==> config.mk <==
export PLATFORM = sky130hd
export DESIGN_NAME = axis_uart_tx
export DESIGN_NICKNAME = d
export VERILOG_FILES = /design/src/rtl/axis_uart_tx.sv
export SDC_FILE = /design/constraint.sdc
export NUM_CORES = 1
export LEC_CHECK = 0
export ABC_AREA = 1
export CAP_MARGIN = 40
export CORE_MARGIN = 2
export CORE_UTILIZATION = 59
export DETAILED_ROUTE_END_ITERATION = 10
export PLACE_DENSITY = 0.83
export SLEW_MARGIN = 20
export SYNTH_ARGS = -nofsm -noshare
export SYNTH_HDL_FRONTEND = slang
export SYNTH_SLANG_ARGS = --single-unit
export TNS_END_PERCENT = 30
==> constraint.sdc <==
create_clock -name s_axis_clk -period 2.7 [get_ports s_axis_clk]
set_input_delay 0.27 -clock s_axis_clk [delete_from_list [all_inputs] [get_ports s_axis_clk]]
set_output_delay 0.27 -clock s_axis_clk [all_outputs]
set_load 0.01 [all_outputs]
==> src/rtl/axis_uart_tx.sv <==
// axis_uart_tx: AXI4-Stream byte sink that serializes each accepted byte as a
// UART frame (start, LSB-first data, optional parity, 1 or 2 stop bits).
// Ready is held low for the whole frame, so at most one byte is in flight.
module axis_uart_tx #(
  parameter int DATA_WDTH    = 8,
  parameter int CLKS_PER_BIT = 30,
  parameter int PARITY       = 0,  // 0 none, 1 odd, 2 even
  parameter int STOP_BITS    = 1
) (
  input  logic                 s_axis_clk,
  input  logic                 s_axis_aresetn,
  input  logic [DATA_WDTH-1:0] s_axis_tdata,
  input  logic                 s_axis_tvalid,
  output logic                 s_axis_tready,
  output logic                 uart_txd,
  output logic                 busy
);

  localparam int BAUD_W = (CLKS_PER_BIT > 1) ? $clog2(CLKS_PER_BIT) : 1;
  localparam int BIT_W  = (DATA_WDTH > 1) ? $clog2(DATA_WDTH) : 1;

  localparam logic [BAUD_W-1:0] BAUD_LAST = BAUD_W'(CLKS_PER_BIT - 1);
  localparam logic [BIT_W-1:0]  DATA_LAST = BIT_W'(DATA_WDTH - 1);
  localparam logic [BIT_W-1:0]  STOP_LAST = BIT_W'(STOP_BITS - 1);

  // Illegal parameter sets are rejected at elaboration time.
  if (CLKS_PER_BIT < 2) begin : g_bad_cpb
    $fatal(1, "axis_uart_tx: CLKS_PER_BIT must be >= 2");
  end
  if (PARITY < 0 || PARITY > 2) begin : g_bad_parity
    $fatal(1, "axis_uart_tx: PARITY must be 0, 1 or 2");
  end
  if (STOP_BITS < 1 || STOP_BITS > 2) begin : g_bad_stop
    $fatal(1, "axis_uart_tx: STOP_BITS must be 1 or 2");
  end

  typedef enum logic [2:0] {
    ST_IDLE,
    ST_START,
    ST_DATA,
    ST_PARITY,
    ST_STOP
  } state_t;

  state_t                 r_state;
  state_t                 w_state_next;
  logic [BAUD_W-1:0]      r_baud;
  logic [BIT_W-1:0]       r_bit;
  logic [DATA_WDTH-1:0]   r_shift;
  logic [DATA_WDTH-1:0]   w_shift_next;
  logic                   r_par;
  logic                   r_txd;
  logic                   r_ready;
  logic                   r_busy;
  logic                   w_txd_next;
  logic                   w_ready_next;
  logic                   w_accept;
  logic                   w_baud_done;
  logic                   w_par_calc;

  // The handshake only completes in IDLE once ready has been raised.
  assign w_accept    = (r_state == ST_IDLE) && r_ready && s_axis_tvalid;
  assign w_baud_done = (r_baud == BAUD_LAST);
  // Even parity bit is the XOR of the data; odd parity is its complement.
  assign w_par_calc  = (PARITY == 2) ? (^s_axis_tdata) : (~^s_axis_tdata);

  // State register plus baud/bit counters, shift register and parity latch.
  always_ff @(posedge s_axis_clk) begin
    if (!s_axis_aresetn) begin
      r_state <= ST_IDLE;
      r_baud  <= '0;
      r_bit   <= '0;
      r_shift <= '0;
      r_par   <= 1'b0;
    end else begin
      r_state <= w_state_next;
      r_shift <= w_shift_next;
      if (w_accept) begin
        r_par <= w_par_calc;
      end
      if (r_state == ST_IDLE || w_baud_done) begin
        r_baud <= '0;
      end else begin
        r_baud <= r_baud + 1'b1;
      end
      if (w_state_next != r_state) begin
        r_bit <= '0;
      end else if (w_baud_done) begin
        r_bit <= r_bit + 1'b1;
      end
    end
  end

  // Next-state logic: each non-idle state advances on a bit boundary.
  always_comb begin
    w_state_next = r_state;
    case (r_state)
      ST_IDLE:   if (w_accept) w_state_next = ST_START;
      ST_START:  if (w_baud_done) w_state_next = ST_DATA;
      ST_DATA:   if (w_baud_done && r_bit == DATA_LAST)
                   w_state_next = (PARITY != 0) ? ST_PARITY : ST_STOP;
      ST_PARITY: if (w_baud_done) w_state_next = ST_STOP;
      ST_STOP:   if (w_baud_done && r_bit == STOP_LAST) w_state_next = ST_IDLE;
      default:   w_state_next = ST_IDLE;
    endcase
  end

  // Shift register load on accept, shift right at each data bit boundary.
  always_comb begin
    w_shift_next = r_shift;
    if (w_accept) begin
      w_shift_next = s_axis_tdata;
    end else if (r_state == ST_DATA && w_baud_done) begin
      w_shift_next = r_shift >> 1;
    end
  end

  // Output decode from the next state so the registered outputs line up with it.
  always_comb begin
    w_txd_next   = 1'b1;
    w_ready_next = (w_state_next == ST_IDLE);
    case (w_state_next)
      ST_START:  w_txd_next = 1'b0;
      ST_DATA:   w_txd_next = w_shift_next[0];
      ST_PARITY: w_txd_next = r_par;
      default:   w_txd_next = 1'b1;
    endcase
  end

  // Output registers; reset forces the line idle-high with no low glitch.
  always_ff @(posedge s_axis_clk) begin
    if (!s_axis_aresetn) begin
      r_txd   <= 1'b1;
      r_ready <= 1'b0;
      r_busy  <= 1'b0;
    end else begin
      r_txd   <= w_txd_next;
      r_ready <= w_ready_next;
      r_busy  <= ~w_ready_next;
    end
  end

  assign uart_txd      = r_txd;
  assign s_axis_tready = r_ready;
  assign busy          = r_busy;

endmodule

==> metrics.md, run 1 <==
| Metric | Value |
|---|---|
| Effective utilization at floorplan | 64.0% |
| Area added between synthesis and finish | 12.7% |
| Largest net degree at the start of global routing | 16 |
| Maximum net fanout on the critical path | 11 |
| Launching point of the worst reg2reg path | r_baud[0] |
| Least-Margin Pin Slew | 0.438 ns |
| Capturing point of the worst reg2reg path | r_shift[4] |
| Resized cells post-CTS | 0 |
| Sink count of the clock tree | 23 |
| Weighted congestion at the end of routability-driven global placement | 0.892 |
| RSZ-0062 raised after global routing | no |
| Max Root-Sink Buffers | 2 |
| Post-CTS clock slew at the launch and capture registers of the worst setup and hold paths | 0.12 ns |
| Critical path, cell by cell | ha_1 > nand2_1 > nor2_4 > nand2_2 > inv_2 > nand2_1 > nand3_1 > o211ai_1 > inv_1 |
| Drc violations | 0 |
| Worst-case register-to-register setup slack | 1.05 ns |
| Drt wl/cell | 11.0 um |
| Path class of the lowest-slack min-delay path | flop to flop |
| Fin Setup TNS | 0 ns |
| Total of buffers placed on input and output ports | 13 |
| Global-route usage over all layers | 22.6% |
| Worst-case clock skew | 0.0106 ns |
| Fraction of final layout cells with drive strength greater than 1 | 9.18% |
| Via count | 1,145 |
| Sort of element at the start of the critical path | flop |
| Hold Startpoint | r_baud[0] |
| CTS tree | yes |
| Worst slew margin relative to its limit | 70.7% |
| Highest clock frequency the design can meet | 605 MHz |
| DR pass1 iterations | 4 |
| Wirelength, routed | 2450 um |
| Avg Synthesized Cell Area | 7.08 um^2 |
| Synthesized Nets | 199 |
| Post-synthesis instance area | 1290 um^2 |
| Path type of the worst setup path | flop to flop |
| Nets@finish | 213 |
| Critical path data required time | 2.96 ns |
| Post-CTS Setup Bufs | 0 |
| Root buffer cell | sky130_fd_sc_hd__clkbuf_4 |
| Max-cap check violation count | 0 |
| Antenna violations before repair | 0 |
| Critical Path End Type | flop |
| Number of buffers added by the clock tree synthesis step | 3 |
| Synthesis Warnings | 0 |
| Wire length of the first global-routing pass | 4470 um |
| Antenna diode instance count | 0 |
| Worst path max stage delay | 0.39 ns |
| Worst Path Arrival | 1.91 ns |
| Peak VDD IR | 0.358 mV |
| P per Cell Area | 436 nW/um^2 |
| Quantity of hold-fixing buffers added after cts | 0 |
| Post-route design area | 1460 um^2 |
| Std-Cell Core Area | 2020 um^2 |
| Die width | 50.9 um |
| Floorplan die area | 2590 um^2 |
| Seq cells post-synth | 23 |
| Final critical-path required period | 1.65 ns |
| Number of H-tree branching levels | 1 |
| Worst Hold Path Cells | 1 |
| Boundary Pins | 14 |
| Gate count of the mapped netlist | 183 |
| Number of violations reported at the end of detailed-routing iteration 0 | 27 |
| Sequential element share of the synthesized area | 35.6% |
| Final setup violation count | 0 |
| Remaining antenna violation count | 0 |
| Via count of the first global-routing pass | 1,082 |
| Critical path's slowest cell | sky130_fd_sc_hd__dfxtp_1 |
| Standby leakage power | 0.691 nW |
| Vias per inst | 5.13 |
| Crit-path most repeated cell | sky130_fd_sc_hd__nand2_1 |
| Count of different cell masters after synthesis | 22 |
| Result of the run | completed |
| Placed cell areas | 1430 um^2 |
| Final HPWL DP | 1900 um |
| Total congestion overflow | 0 |
| Fin. max-slew vios | 0 |
| Final hold vios | 0 |
| Capture endpoint of the worst hold path | r_baud[0] |
| Site row count | 16 |
| Clock latency at the later pin of the worst-skew pair | 0.31 ns |
| Period Utilization, post-route | 61.2% |
| Y dimension of the die | 50.9 um |
| Worst reg2reg path depth | 9 |
## cell usage after synthesis
cell type / n / share of area, %
sky130_fd_sc_hd__o21ai_0: 4 / 1.5
sky130_fd_sc_hd__dfxtp_1: 23 / 36
sky130_fd_sc_hd__buf_6: 1 / 0.87
sky130_fd_sc_hd__nand2_2: 4 / 1.9
sky130_fd_sc_hd__nor2_4: 3 / 2.6
sky130_fd_sc_hd__nor2_1: 22 / 6.4
sky130_fd_sc_hd__buf_2: 3 / 1.2
sky130_fd_sc_hd__nor2_2: 2 / 0.97
sky130_fd_sc_hd__or2_2: 1 / 0.48
sky130_fd_sc_hd__xor2_1: 7 / 4.7
sky130_fd_sc_hd__a21oi_1: 5 / 1.9
sky130_fd_sc_hd__nand3_1: 19 / 7.3
sky130_fd_sc_hd__inv_1: 20 / 5.8
sky130_fd_sc_hd__xnor2_1: 5 / 3.4
sky130_fd_sc_hd__o211ai_1: 4 / 2.3
sky130_fd_sc_hd__nand3b_2: 1 / 0.87
sky130_fd_sc_hd__ha_1: 5 / 4.8
sky130_fd_sc_hd__inv_2: 2 / 0.58
sky130_fd_sc_hd__mux2i_1: 1 / 0.77
sky130_fd_sc_hd__nand3_2: 2 / 1.5
sky130_fd_sc_hd__nand4_1: 1 / 0.48
sky130_fd_sc_hd__nand2_1: 48 / 14
## stage by stage
stage                     power, mW  worst slack [ns]  util (%)  hold slack [ns]  std cells
final                         0.636              1.05      72.2            0.477        223
after floorplan               0.439              1.36         -            0.419        183
after global placement        0.475             0.925      70.9            0.448        219
after CTS                     0.638              1.07      72.2            0.483        223
after detailed placement      0.480             0.882      70.9            0.453        219
after global routing          0.672             0.867      72.2            0.521        223
## per-layer routing
layer	share of wire, %	routed length [um]	global-route usage (%)	up-vias
met4	0.73	18	6.76	0
met1	49	1200	30.1	521
met5	0	0	0	-
met3	3.3	82	4.39	2
met2	47	1150	37.1	21
li1	-	-	-	601
## kinds of logic (layout without fill, tap and decap cells)
logic type | count (synthesis) | in the layout | share of synthesized area, %
compound gates | 13 | 13 | 5.80
buf+inv | 26 | 39 | 8.41
mux | 1 | 1 | 0.773
fa+ha+maj | 5 | 5 | 4.83
simple gates | 103 | 103 | 36.5
xor+xnor | 12 | 12 | 8.12
flops | 23 | 23 | 35.6
## power by group
group | internal, mW | total, mW | switching [mW]
clock | 0.0576 | 0.164 | 0.106
sequential | 0.355 | 0.365 | 0.0100
combinational | 0.0505 | 0.107 | 0.0564
total | 0.463 | 0.636 | 0.173
## worst max-delay path by stage
stage | start | end | slack (ns)
CTS | r_baud[0] | r_shift[4] | 1.07
global placement | s_axis_tvalid | uart_txd | 0.92
floorplan | r_baud[0] | r_bit[2] | 1.36
global route | r_baud[0] | r_shift[4] | 0.87
finish | r_baud[0] | r_shift[4] | 1.05
detailed placement | s_axis_tvalid | uart_txd | 0.88
## registers in the layout, summed over array words and instances (netlist names)
| register | cells |
|---|---|
| r_shift | 8 |
| r_baud | 5 |
| r_bit | 3 |
| r_state | 3 |
| busy | 1 |
| r_par | 1 |
| s_axis_tready | 1 |
| uart_txd | 1 |
## worst max-delay path: cells and delay by family (launching register included)
kind,cells,cell delay (ns)
flip-flops,1,0.39
buffers and inverters,2,0.22
AO/OA/AOI/OAI,1,0.09
AND/OR/NAND/NOR,5,0.73
adder cells (fa/ha/maj),1,0.16
## cell usage in the layout, fill, tap and decap left out, drive strengths merged
| cell type | instances |
|---|---|
| o21ai | 4 |
| clkbuf | 4 |
| nand3b | 1 |
| xnor2 | 5 |
| mux2i | 1 |
| inv | 22 |
| a21oi | 5 |
| dfxtp | 23 |
| nor2 | 27 |
| o211ai | 4 |
| or2 | 1 |
| nand4 | 1 |
| ha | 5 |
| xor2 | 7 |
| nand2 | 52 |
| clkdlybuf4s50 | 13 |
| nand3 | 21 |
## layout make-up
type                            instances  area, um^2
Multi-Input combinational cell        134         726
Inverter                               22        82.6
Fill cell                             185         563
Timing Repair Buffer                   13         130
Tap cell                               27        33.8
Clock buffer                            4        26.3
Sequential cell                        23         460
No activity file was read; power rests on OpenSTA's default activity.
==> run 2, diff against run 1 <==
CORE_UTILIZATION = 55   (was 59)
PLACE_DENSITY = 0.78   (was 0.83)
clock period = 1.7 ns   (was 2.7 ns; I/O delays follow)
==> run 2 against run 1 <==
Compared with the run above: clock skew down 0.0047 ns; largest cell class unchanged; highest routed layer unchanged; sequential share of layout area decreased by 0.95 points; worst setup slack worse by 0.87 ns.
==> metrics.md, run 2 (synthesis results as in run 1) <==
| Metric | Value |
|---|---|
| Setup ws final | 0.178 ns |
| Placed cell areas | 1460 um^2 |
| Wl on met1 | 1180 um |
| Nets@finish | 217 |
| Final HPWL DP | 1880 um |
| Met3 Routed Length | 37 um |
| Result of the run | completed |
| Path type of the worst setup path | flop to flop |
| Final hold vios | 0 |
| Antenna diode instance count | 0 |
| Antenna violations before repair | 0 |
| Register ranked first by flip-flop count | r_shift |
| Remaining antenna violation count | 0 |
| Final setup violation count | 0 |
| Largest registers | r_shift (8), r_baud (5) |
| Least-Margin Pin Slew | 0.317 ns |
| Worst-case clock skew | 0.00582 ns |
| RSZ-0062 raised after global routing | no |
| Die width | 52.5 um |
| Drc violations | 0 |
| Worst Path Arrival | 1.73 ns |
| Largest net degree at the start of global routing | 14 |
| Final critical-path required period | 1.52 ns |
| Highest clock frequency the design can meet | 657 MHz |
| Period Utilization, post-route | 89.5% |
| Worst path max stage delay | 0.40 ns |
| Number of H-tree branching levels | 1 |
| Floorplan die area | 2760 um^2 |
| Max-cap check violation count | 0 |
| Y dimension of the die | 52.5 um |
| Total of buffers placed on input and output ports | 13 |
| Wirelength, routed | 2430 um |
| Critical path's slowest cell | sky130_fd_sc_hd__dfxtp_1 |
| Crit-path most repeated cell | sky130_fd_sc_hd__nand2_1 |
| Sort of element at the start of the critical path | flop |
| Boundary Pins | 14 |
| Area added between synthesis and finish | 16.1% |
| Met2 Wirelength | 1200 um |
| Path class of the lowest-slack min-delay path | flop to flop |
| P per Cell Area | 664 nW/um^2 |
| Total congestion overflow | 0 |
| DR pass1 iterations | 4 |
| Cell family contributing the most delay on the critical path | simple AND/OR/NAND/NOR gates |
| CTS tree | yes |
| Vias per inst | 5.03 |
| Critical Path End Type | flop |
| Highest-count cells in the layout ignoring fill and taps | sky130_fd_sc_hd__nand2_1, sky130_fd_sc_hd__dfxtp_1, sky130_fd_sc_hd__nor2_1 |
| Standby leakage power | 0.717 nW |
| Post-CTS clock slew at the launch and capture registers of the worst setup and hold paths | 0.12 ns |
| Max Root-Sink Buffers | 2 |
| Post-route design area | 1500 um^2 |
| Global-route usage over all layers | 20.3% |
| DP Worst Slack | 0.168 ns |
| Most common library cell in the layout ignoring fill and taps | sky130_fd_sc_hd__nand2_1 |
| Hold_ws | 0.495 ns |
| Worst slew margin relative to its limit | 78.8% |
| Number of violations reported at the end of detailed-routing iteration 0 | 18 |
| Fin. max-slew vios | 0 |
| Std-Cell Core Area | 2210 um^2 |
| Critical path data required time | 1.90 ns |
| Wire length of the first global-routing pass | 4310 um |
| Quantity of hold-fixing buffers added after cts | 0 |
| Peak VDD IR | 0.617 mV |
| Top layer used by detailed routing | met4 |
| Number of buffers added by the clock tree synthesis step | 3 |
| Effective utilization at floorplan | 58.5% |
| Weighted congestion at the end of routability-driven global placement | 0.851 |
| Drt wl/cell | 10.7 um |
| Root buffer cell | sky130_fd_sc_hd__clkbuf_4 |
| Via count | 1,146 |
| Fin Setup TNS | 0 ns |
| Filler Cell Count | 210 |
| Fraction of final layout cells with drive strength greater than 1 | 11.5% |
| Number of buffer and inverter instances along the worst setup path | 1 |
| Post-layout power | 998 uW |
| Clock latency at the later pin of the worst-skew pair | 0.30 ns |
| Site row count | 17 |
| Maximum net fanout on the critical path | 7 |
| Sink count of the clock tree | 23 |
| Via count of the first global-routing pass | 1,063 |
| Max reg flops | 8 |
| Critical path, cell by cell | ha_1 > nand2_1 > nor2_4 > buf_12 > nand2_1 > nand2_1 > nand2_1 > nand2_2 > nand2_2 > nand3_2 > nor2_1 |
[run 2: changes by cell type in the layout (fill, tap and decap cells not counted), sizes merged]
cell | previous run | this run
buf | 0 | 4
clkbuf | 4 | 3
clkinv | 0 | 1
[run 2: cell type report]
cell class / count / area (um^2) / share of cell area [%]
Clock buffer: 3 / 22.5 / 1.50
Sequential cell: 23 / 460 / 30.6
Timing Repair Buffer: 17 / 173 / 11.5
Inverter: 22 / 82.6 / 5.49
Clock inverter: 1 / 5.00 / 0.333
Tap cell: 28 / 35.0 / 2.33
Multi-Input combinational cell: 134 / 726 / 48.3
[run 2: per-layer routing]
layer  GRT usage [%]  vias to the layer above
met2            36.0                        7
met4            3.85                        0
met1            25.8                      530
met3            3.43                        2
met5               0                        -
li1                -                      607
[run 2: worst paths after layout]
kind / start / cells past startpoint / slack (ns) / end
worst max-delay path: r_baud[0] / 11 / 0.18 / r_bit[2]
worst min-delay path: r_baud[0] / 1 / 0.49 / r_baud[0]
worst max register to register: r_baud[0] / 11 / 0.18 / r_bit[2]
worst min register to register: r_baud[0] / 1 / 0.49 / r_baud[0]
[run 2: report_power, final]
part	internal, mW	switching, mW	leakage, nW
combinational	0.0841	0.0891	0.512
sequential	0.564	0.0155	0.187
clock	0.0875	0.158	0.0177
[run 2: what timing repair did]
item | in CTS | in global routing
resized for setup | 0 | 0
endpoints found under the setup margin | 0 | 3
buffers inserted | 0 | 1
[run 2: metrics by stage]
stage          util, %  std cells
6_report          68.0        228
4_1_cts           67.1        227
3_5_place_dp      65.8        223
3_3_place_gp      65.8        223
5_1_grt           68.0        228
2_1_floorplan        -        183
==> run 3, diff against run 2 <==
CORE_MARGIN = 4   (was 2)
==> run 3 against run 2 <==
Compared with the run above: fmax rose by 0.46%; routed wire length is 4.9% higher; clock skew grew 0.0023 ns; die area rose by 16%; worst setup slack improved by 0.0070 ns; combinational power about the same; sequential share of layout area increased by 0.058 points; power grew 0.47%; sequential power hardly changed.
==> metrics.md, run 3 (synthesis results as in run 1) <==
| Metric | Value |
|---|---|
| Remaining antenna violation count | 0 |
| Std-Cell Core Area | 2230 um^2 |
| Hold_ws | 0.447 ns |
| Capturing point of the worst reg2reg path | r_bit[0] |
| Quantity of hold-fixing buffers added after cts | 0 |
| DR pass1 iterations | 4 |
| Setup ws final | 0.185 ns |
| Global-route usage over all layers | 17.2% |
| Area occupied by multi-input gates | 726 um^2 |
| FF+latch area | 462 um^2 |
| Clock latency at the later pin of the worst-skew pair | 0.31 ns |
| Y dimension of the die | 56.5 um |
| Placed cell areas | 1460 um^2 |
| Final hold vios | 0 |
| Vias per inst | 5.18 |
| Worst-case clock skew | 0.00809 ns |
| Number of violations reported at the end of detailed-routing iteration 0 | 43 |
| Sort of element at the start of the critical path | flop |
| CTS tree | yes |
| Boundary Pins | 14 |
| Critical path data required time | 1.95 ns |
| Filler Cell Count | 189 |
| Worst path max stage delay | 0.35 ns |
| Post-route design area | 1510 um^2 |
| Critical path, cell by cell | inv_1 > ha_1 > nand2_1 > nor2_4 > buf_12 > nand2_1 > nand2_1 > nand3_1 > nand2_1 > nand3_2 > nor2_1 |
| Fraction of final layout cells with drive strength greater than 1 | 12.0% |
| Effective utilization at floorplan | 58.0% |
| Via count of the first global-routing pass | 1,101 |
| Drc violations | 0 |
| Crit-path most repeated cell | sky130_fd_sc_hd__nand2_1 |
| Final HPWL DP | 1970 um |
| Max Root-Sink Buffers | 2 |
| Worst reg2reg path depth | 11 |
| Largest registers | r_shift (8), r_baud (5) |
| Post-CTS clock slew at the launch and capture registers of the worst setup and hold paths | 0.12 ns |
| Highest-count cells in the layout ignoring fill and taps | sky130_fd_sc_hd__nand2_1, sky130_fd_sc_hd__nor2_1, sky130_fd_sc_hd__dfxtp_1 |
| Max reg flops | 8 |
| Number of H-tree branching levels | 1 |
| Least-Margin Pin Slew | 0.335 ns |
| Via count | 1,182 |
| Antenna violations before repair | 0 |
| Total congestion overflow | 0 |
| Launching point of the worst reg2reg path | r_baud[1] |
| Register ranked first by flip-flop count | r_shift |
| Peak VDD IR | 0.485 mV |
| Number of buffers added by the clock tree synthesis step | 3 |
| Net Switching | 266 uW |
| Maximum net fanout on the critical path | 5 |
| P_int | 737 uW |
| Critical path's slowest cell | sky130_fd_sc_hd__dfxtp_1 |
| Critical Path End Type | flop |
| Final critical-path required period | 1.51 ns |
| Wirelength, routed | 2550 um |
| Result of the run | completed |
| Max-cap check violation count | 0 |
| Standby leakage power | 0.717 nW |
| Area added between synthesis and finish | 16.2% |
| Period Utilization, post-route | 89.1% |
| Sink count of the clock tree | 23 |
| Post-layout power | 1.00 mW |
| Worst-case register-to-register setup slack | 0.19 ns |
| P per Cell Area | 666 nW/um^2 |
| Antenna diode instance count | 0 |
| Floorplan die area | 3200 um^2 |
| Fin. max-slew vios | 0 |
| Termination of the worst setup path | r_bit[0] |
| Path type of the worst setup path | flop to flop |
| Drt wl/cell | 11.2 um |
| Largest net degree at the start of global routing | 14 |
| Path class of the lowest-slack min-delay path | flop to flop |
| Final setup violation count | 0 |
| Crit path launch | r_baud[1] |
| Most common library cell in the layout ignoring fill and taps | sky130_fd_sc_hd__nand2_1 |
| Total of buffers placed on input and output ports | 13 |
| Worst Path Arrival | 1.76 ns |
| Part of the power in registers | 58.0% |
| Die width | 56.5 um |
| Wire length of the first global-routing pass | 4450 um |
| Weighted congestion at the end of routability-driven global placement | 0.807 |
| Nets@finish | 217 |
| Highest clock frequency the design can meet | 660 MHz |
| Switching part of the total | 26.6% |
| Worst slew margin relative to its limit | 77.7% |
| Site row count | 17 |
| Root buffer cell | sky130_fd_sc_hd__clkbuf_4 |
| Share of total power in combinational logic | 17.3% |
| Fraction of power consumed by the clock network | 24.8% |
| DP Worst Slack | 0.0863 ns |
-- run 3: through the flow --
step / cells / utilization (%) / setup TNS [ns]
after CTS: 227 / 66.4 / 0
final: 228 / 67.4 / 0
after global placement: 223 / 65.2 / 0
after floorplan: 183 / - / 0
after global routing: 228 / 67.4 / -0.00432
after detailed placement: 223 / 65.2 / 0
-- run 3: layer usage --
metal / vias to the layer above / global-route usage (%) / share of wire [%]
li1: 612 / - / -
met1: 537 / 21.4 / 43
met2: 31 / 28.2 / 51
met3: 2 / 3.22 / 5.2
met4: 0 / 8.14 / 0.71
met5: - / 0 / 0
-- run 3: cell type report --
class	instances	area share, %
Multi-Input combinational cell	134	48.2
Sequential cell	23	30.7
Clock inverter	1	0.333
Timing Repair Buffer	17	11.5
Inverter	22	5.49
Clock buffer	3	1.50
Tap cell	28	2.33
-- run 3: worst min-delay path by stage --
stage               startpoint    endpoint  slack, ns  cells past startpoint
6_report             r_baud[0]   r_baud[0]       0.45                      1
5_1_grt              r_baud[0]   r_baud[0]       0.48                      1
4_1_cts              r_baud[0]   r_baud[0]       0.50                      1
3_5_place_dp         r_baud[0]   r_baud[0]       0.47                      1
3_3_place_gp         r_baud[0]   r_baud[0]       0.45                      1
2_1_floorplan  s_axis_tdata[3]  r_shift[3]       0.32                      2
-- run 3: timing repair --
item                                    in CTS  in global routing
setup buffers                                0                  1
gates resized for setup                      0                  2
endpoints found under the setup margin       0                  6
-- run 3: power by group through the flow --
stage / Sequential (mW) / Clock [mW] / Combinational [mW]
floorplan: 0.589 / 0 / 0.109
global placement: 0.591 / 0 / 0.168
detailed placement: 0.593 / 0 / 0.173
CTS: 0.581 / 0.261 / 0.174
global route: 0.585 / 0.277 / 0.194
finish: 0.581 / 0.249 / 0.173
-- run 3: worst max-delay path, delay by kind of cell, from the launching register on --
kind,cells,cell delay [ns]
AND/OR/NAND/NOR,8,0.78
flip-flops,1,0.35
buffers and inverters,2,0.19
adder cells (fa/ha/maj),1,0.14
